File: config.mk
export PLATFORM = sky130hd
export DESIGN_NAME = pipe_stage_skid
export DESIGN_NICKNAME = d
export VERILOG_FILES = /design/src/rtl/pipe_stage_skid.sv
export SDC_FILE = /design/constraint.sdc
export NUM_CORES = 1
export LEC_CHECK = 0
export CORE_MARGIN = 4
export CORE_UTILIZATION = 50
export DETAILED_ROUTE_END_ITERATION = 12
export PLACE_DENSITY = 0.82
export SYNTH_ARGS = -nofsm -noshare
export SYNTH_HDL_FRONTEND = slang
export SYNTH_SLANG_ARGS = --single-unit
File: constraint.sdc
create_clock -name clk -period 4.26 [get_ports clk]
set_input_delay 0.852 -clock clk [delete_from_list [all_inputs] [get_ports clk]]
set_output_delay 0.852 -clock clk [all_outputs]
set_load 0.02 [all_outputs]
File: src/rtl/pipe_stage_skid.sv
// Pipeline-stage register with valid/ready handshake and a one-entry skid buffer.
// Supports full-throughput back-pressure, flush bubbles and exception-entry bubbles.
module pipe_stage_skid #(
    parameter int unsigned DATA_W   = 96,
    parameter int unsigned EXC_W    = 5,
    parameter logic [31:0] RESET_PC = 32'h0000_3000,
    parameter logic [31:0] EXC_PC   = 32'h0000_4180
) (
    input  logic              clk,
    input  logic              reset,
    input  logic              req,
    input  logic              flush,
    input  logic              in_valid,
    output logic              in_ready,
    input  logic [31:0]       in_pc,
    input  logic [31:0]       in_instr,
    input  logic [DATA_W-1:0] in_data,
    input  logic              in_bd,
    input  logic [EXC_W-1:0]  in_exc,
    output logic              out_valid,
    input  logic              out_ready,
    output logic [31:0]       out_pc,
    output logic [31:0]       out_instr,
    output logic [DATA_W-1:0] out_data,
    output logic              out_bd,
    output logic [EXC_W-1:0]  out_exc,
    output logic [1:0]        occupancy
);

    // Handshake: a transfer occurs on a rising edge where valid && ready are both
    // high; valid must not depend on ready, and ready here is a pure register output.

    localparam int unsigned BW = 32 + 32 + DATA_W + 1 + EXC_W;
    localparam logic [BW-1:0] RESET_BUBBLE = {RESET_PC, {(BW - 32){1'b0}}};
    localparam logic [BW-1:0] EXC_BUBBLE   = {EXC_PC, {(BW - 32){1'b0}}};

    logic [BW-1:0] main_q, main_d;
    logic [BW-1:0] skid_q, skid_d;
    logic          out_valid_q, out_valid_d;
    logic          skid_valid_q, skid_valid_d;
    logic [BW-1:0] in_bundle;
    logic          main_free;
    logic          in_xfer;

    assign in_bundle = {in_pc, in_instr, in_data, in_bd, in_exc};
    assign main_free = !out_valid_q || out_ready;
    assign in_xfer   = in_valid && !skid_valid_q;

    always_comb begin
        main_d       = main_q;
        skid_d       = skid_q;
        out_valid_d  = out_valid_q;
        skid_valid_d = skid_valid_q;
        if (req) begin
            main_d       = EXC_BUBBLE;
            skid_d       = '0;
            out_valid_d  = 1'b0;
            skid_valid_d = 1'b0;
        end else if (flush) begin
            main_d       = RESET_BUBBLE;
            skid_d       = '0;
            out_valid_d  = 1'b0;
            skid_valid_d = 1'b0;
        end else if (main_free) begin
            // A full skid always drains first; in_ready is low so no input competes.
            if (skid_valid_q) begin
                main_d       = skid_q;
                out_valid_d  = 1'b1;
                skid_valid_d = 1'b0;
            end else if (in_xfer) begin
                main_d      = in_bundle;
                out_valid_d = 1'b1;
            end else begin
                out_valid_d = 1'b0;
            end
        end else if (in_xfer) begin
            skid_d       = in_bundle;
            skid_valid_d = 1'b1;
        end
    end

    always_ff @(posedge clk) begin
        if (!reset) begin
            main_q       <= RESET_BUBBLE;
            skid_q       <= '0;
            out_valid_q  <= 1'b0;
            skid_valid_q <= 1'b0;
        end else begin
            main_q       <= main_d;
            skid_q       <= skid_d;
            out_valid_q  <= out_valid_d;
            skid_valid_q <= skid_valid_d;
        end
    end

    assign {out_pc, out_instr, out_data, out_bd, out_exc} = main_q;
    assign out_valid = out_valid_q;
    assign in_ready  = !skid_valid_q;
    assign occupancy = {1'b0, out_valid_q} + {1'b0, skid_valid_q};

endmodule

==> results of run 1 <==
==> cell type report <==
cell class	instances	area [µm²]
clock inverter	7	62.6
fill	2166	9070
sequential	334	6690
tap	378	473
multi-input combinational	1014	6550
clock buffer	56	1100
inverter	1	3.75
timing repair buffer	372	3830
==> cell usage after synthesis (all sizes together) <==
master | instances | area [µm²]
a211oi | 161 | 1710
a21o | 1 | 7.51
a21oi | 328 | 1680
a31oi | 3 | 18.8
a32oi | 2 | 17.5
and2b | 2 | 15.0
and4bb | 1 | 12.5
buf | 138 | 871
clkbuf | 10 | 41.3
dfxtp | 334 | 6690
ha | 1 | 12.5
inv | 1 | 3.75
mux2i | 164 | 1640
nand2 | 332 | 1250
nand2b | 2 | 12.5
nand4bb | 1 | 11.3
nor2 | 2 | 22.5
nor3 | 1 | 5.00
o2111ai | 2 | 17.5
o21ai | 2 | 10.0
o221a | 3 | 33.8
or2 | 6 | 37.5
==> power by group <==
part / internal, mW / leakage (nW) / switching (mW)
Combinational: 0.332 / 2.54 / 0.355
Sequential: 3.17 / 2.70 / 0.0304
Clock: 1.83 / 0.572 / 1.21
Total: 5.33 / 5.81 / 1.60
==> metal layers <==
metal  part of all wire  vias to the layer above  global-route usage
li1                   -                     5801                   -
met3              0.081                       79              0.0651
met2               0.47                      445               0.395
met5            0.00078                        -                   0
met1               0.42                     5870               0.314
met4              0.027                        4              0.0702
==> worst paths after layout <==
kind                            depth (start not counted)    startpoint           end  slack (ns)
worst max-delay path                                    2  skid_valid_q  occupancy[1]        1.26
worst min-delay path                                    2   skid_q[106]   skid_q[106]        0.45
worst max register to register                          4  skid_valid_q    main_q[47]        1.42
worst min register to register                          2   skid_q[106]   skid_q[106]        0.45
==> worst min-delay path, stage by stage (launching register included) <==
cell	delay, ns
dfxtp_1	0.30
nand2_1	0.05
a21oi_1	0.05
==> per-stage QoR <==
stage / std cells / area, µm² / setup WS, ns / utilization / hold WS, ns
global route: 2162 / 18700 / 1.15 / 0.674 / 0.468
finish: 2162 / 18700 / 1.26 / 0.674 / 0.452
global placement: 2099 / 17600 / 1.36 / 0.632 / 0.441
detailed placement: 2099 / 17600 / 1.30 / 0.632 / 0.446
floorplan: 1497 / 14100 / 2.38 / - / 0.436
CTS: 2162 / 18700 / 1.21 / 0.674 / 0.454
==> cell families after synthesis <==
| group | share of synthesized area |
|---|---|
| buf+inv | 0.0649 |
| compound gates | 0.248 |
| mux | 0.116 |
| fa+ha+maj | 0.000886 |
| flops | 0.474 |
| simple gates | 0.0965 |
==> flip-flops by register name, summed over array words and instances, names as in the netlist <==
name,cells
main_q,166
out_valid,1
skid_q,166
skid_valid_q,1
==> reports/metrics.cfg, run 1 <==
[status]
status=completed

[detailed_routing]
routed_via_density=5.64
num_vias=12200
drc=0
antenna_left=0
firstDrtPassIters=6
wl_mm=39.6
post_drt_wl_per_cell_um=18.3
dr.first_iter.drc_count=869

[placed_design]
portBuffers=341
gp_congestion=0.813
dpl.hpwl_mm=25.2

[die]
die_h_um=176
num_io_pins=342
start_util=0.508
fp.dieW_um=176
die-area_mm2=0.0310
core_area_mm2=0.0278
rows=61

[global_routing]
grt_pass1_wl_mm=62.4
grt_max_degree=77
grt_usage=0.241
grt_pass1_vias=12100
antenna_found_initial=2
gr-total-overflow=0

[synth]
synth_fp_nets=1670
yosysWarnings=0
synth.avg_cell_area_um2=9.43
syn_area_mm2=0.0141
seq_area_frac_synth=0.474
synth_cells=1497
ys_ff_latch=334
ys_types=29

[worst_hold_path]
hold_path.class=reg2reg

[pwr]
p_per_area_mw_per_mm2=370
irDropWorstVdd_v=0.000286
leakage_nw=5.81
power.total_mw=6.93

[cts]
cts_tree=built
insertion_delay_ns=0.50
cts-root-buf=clkbuf_16
cts_resized=0
cts_htree_levels=2
cts.clk_slew.worst_paths_ns=0.06
cts.hold.buffers_added=0
cts_buffer_depth=3
cts_setup_buffers=0
numCtsBuffers=36
clock-sinks=334

[timing]
slew_headroom=0.347
finalSetupViolCount=0
timing.setup.tns_ns=0
finClkSkew_ns=0.0104
fmax_mhz=333
finalHoldViolCount=0
layout_min_cycle_time_ns=3.00
tightest_slew_ns=0.979
drv_slew=0
finalCritPeriodShare=0.704
rsz0062_at_grt=no

[worst_setup_path]
required_ns=3.41
cp-end-kind=output port
startpoint_type=flip-flop
critPathArrivalTime_ns=2.15
crit_slowest_cell=dfxtp_4
cp_max_fo=34
max_stage_delay_ns=0.72
critPathBufInv=1
path_cells=ha_1, clkdlybuf4s50_1
path_delay_family=flip-flops
crit_type=reg2out

[final_layout]
drive_gt1_frac=0.117
layout_common_cells=clkdlybuf4s50_1, dfxtp_1, nand2_1
final_nets=1932
syn2layout_area_growth_pct=32.6
n_antenna_cell=0
final_common_cell=clkdlybuf4s50_1

[run]
cap_violations=0

No activity file was read; power rests on OpenSTA's default activity.
==> run 2, diff against run 1 <==
==> constraint.sdc (replaced) <==
create_clock -name clk -period 2.9 [get_ports clk]
set_input_delay 0.58 -clock clk [delete_from_list [all_inputs] [get_ports clk]]
set_output_delay 0.58 -clock clk [all_outputs]
set_load 0.02 [all_outputs]
==> reports/metrics.cfg, run 2 (synthesis results as in run 1) <==
[cts]
cts_resized=0
insertion_delay_ns=0.50
cts-root-buf=clkbuf_16
cts.clk_slew.worst_paths_ns=0.06
cts_tree=built
cts_setup_buffers=0
cts.hold.buffers_added=0
cts_buffer_depth=3
numCtsBuffers=36
clock-sinks=334
cts_htree_levels=2

[final_layout]
top_regs=main_q: 166 flops, skid_q: 166 flops
seqCellArea_mm2=0.00669
syn2layout_area_growth_pct=32.9
final_nets=1937
layout_common_cells=clkdlybuf4s50_1, dfxtp_1, nand2_1
multi_input_area_mm2=0.00655
drive_gt1_frac=0.119
nFillCells=2127
n_antenna_cell=0
final_common_cell=clkdlybuf4s50_1
post-route-util=0.675

[pwr]
leakage_nw=5.83
seqPwrFrac=0.464
internal_power_mw=7.78
p_per_area_mw_per_mm2=540
pwr-share-clk=0.436
switchingPower_mw=2.35
irDropWorstVdd_v=0.000380
p_sw_frac=0.232
combPwrFrac=0.100

[die]
die-area_mm2=0.0310
num_io_pins=342
start_util=0.508
core_area_mm2=0.0278
die_h_um=176
rows=61
fp.dieW_um=176

[worst_setup_path]
cp-end-kind=output port
startpoint_type=flip-flop
path_cells=ha_1, clkdlybuf4s50_1
required_ns=2.32
worstReg2RegStart=skid_valid_q
crit_slowest_cell=clkdlybuf4s50_1
reg2reg_slack_ns=1.18
critPathArrivalTime_ns=1.88
max_stage_delay_ns=0.64
rr_worst_depth=4
reg2reg_to=main_q[148]
cp_max_fo=6
crit_type=reg2out

[detailed_routing]
num_vias=12200
antenna_left=0
firstDrtPassIters=5
post_drt_wl_per_cell_um=18.4
wl_mm=39.7
routed_via_density=5.62
drc=0
dr.first_iter.drc_count=842

[placed_design]
dpl.hpwl_mm=25.4
portBuffers=341
gp_congestion=0.834

[status]
status=completed

[timing]
finalHoldViolCount=0
layout_min_cycle_time_ns=2.46
fmax_mhz=406
finalCritPeriodShare=0.848
timing.setup.tns_ns=0
finClkSkew_ns=0.0127
drv_slew=0
finalSetupViolCount=0
slew_headroom=0.548
tightest_slew_ns=0.678
rsz0062_at_grt=no

[run]
cap_violations=0

[global_routing]
grt_pass1_vias=12100
gr-total-overflow=0
grt_max_degree=87
antenna_found_initial=3
grt_usage=0.244
grt_pass1_wl_mm=63.2

[worst_hold_path]
hold_path_depth=2
hold_start=skid_q[76]
worstHoldEndpoint=skid_q[76]
hold_path.class=reg2reg

run 2: cell types whose count changed in the layout (fill, tap and decap cells not counted):
cell      delta
buf_12       +3
buf_4        +2
clkbuf_8     -2
clkinv_2     -1
inv_6        +1
run 2: how the worst max path moves through the flow:
| stage | startpoint | to | slack, ns | depth (start not counted) |
|---|---|---|---|---|
| CTS | out_valid | occupancy[1] | 0.39 | 2 |
| detailed placement | in_valid | main_q[21] | 0.43 | 5 |
| floorplan | out_ready | main_q[0] | 1.29 | 4 |
| finish | out_valid | occupancy[1] | 0.44 | 2 |
| global placement | in_valid | main_q[104] | 0.52 | 5 |
| global route | out_valid | occupancy[1] | 0.34 | 2 |
run 2: final cells by class:
cell class | instances | area share
Tap cell | 378 | 0.0252
Multi-Input combinational cell | 1014 | 0.349
Inverter | 1 | 0.000200
Clock buffer | 54 | 0.0570
Timing Repair Buffer | 377 | 0.208
Clock inverter | 7 | 0.00353
Sequential cell | 334 | 0.357
run 2: power by group through the flow:
| stage | clock, mW | sequential [mW] | combinational, mW |
|---|---|---|---|
| 2_1_floorplan | 0 | 4.87 | 0.432 |
| 3_3_place_gp | 0 | 4.80 | 0.989 |
| 3_5_place_dp | 0 | 4.80 | 1.01 |
| 4_1_cts | 4.49 | 4.70 | 1.02 |
| 5_1_grt | 4.70 | 4.70 | 1.09 |
| 6_report | 4.42 | 4.70 | 1.01 |
run 2: layer usage:
layer / up-vias / GRT usage / routed length [µm]
li1: 5796 / - / -
met1: 5893 / 0.313 / 16300
met2: 403 / 0.405 / 19200
met5: - / 0 / 47
met3: 79 / 0.0690 / 3080
met4: 6 / 0.0702 / 1120
run 2: stage by stage:
| step | cells | hold WS [ns] | total power, mW | worst slack, ns | cell area (µm²) |
|---|---|---|---|---|---|
| finish | 2165 | 0.451 | 10.1 | 0.440 | 18800 |
| global route | 2165 | 0.468 | 10.5 | 0.341 | 18800 |
| CTS | 2165 | 0.454 | 10.2 | 0.392 | 18800 |
| detailed placement | 2104 | 0.446 | 5.80 | 0.427 | 17600 |
| global placement | 2104 | 0.441 | 5.79 | 0.518 | 17600 |
| floorplan | 1497 | 0.436 | 5.30 | 1.29 | 14100 |
run 2: critical path, delay by kind of cell (launching register included):
family	cells	cell delay, ns
fa+ha+maj	1	0.23
flops	1	0.52
buf+inv	1	0.64
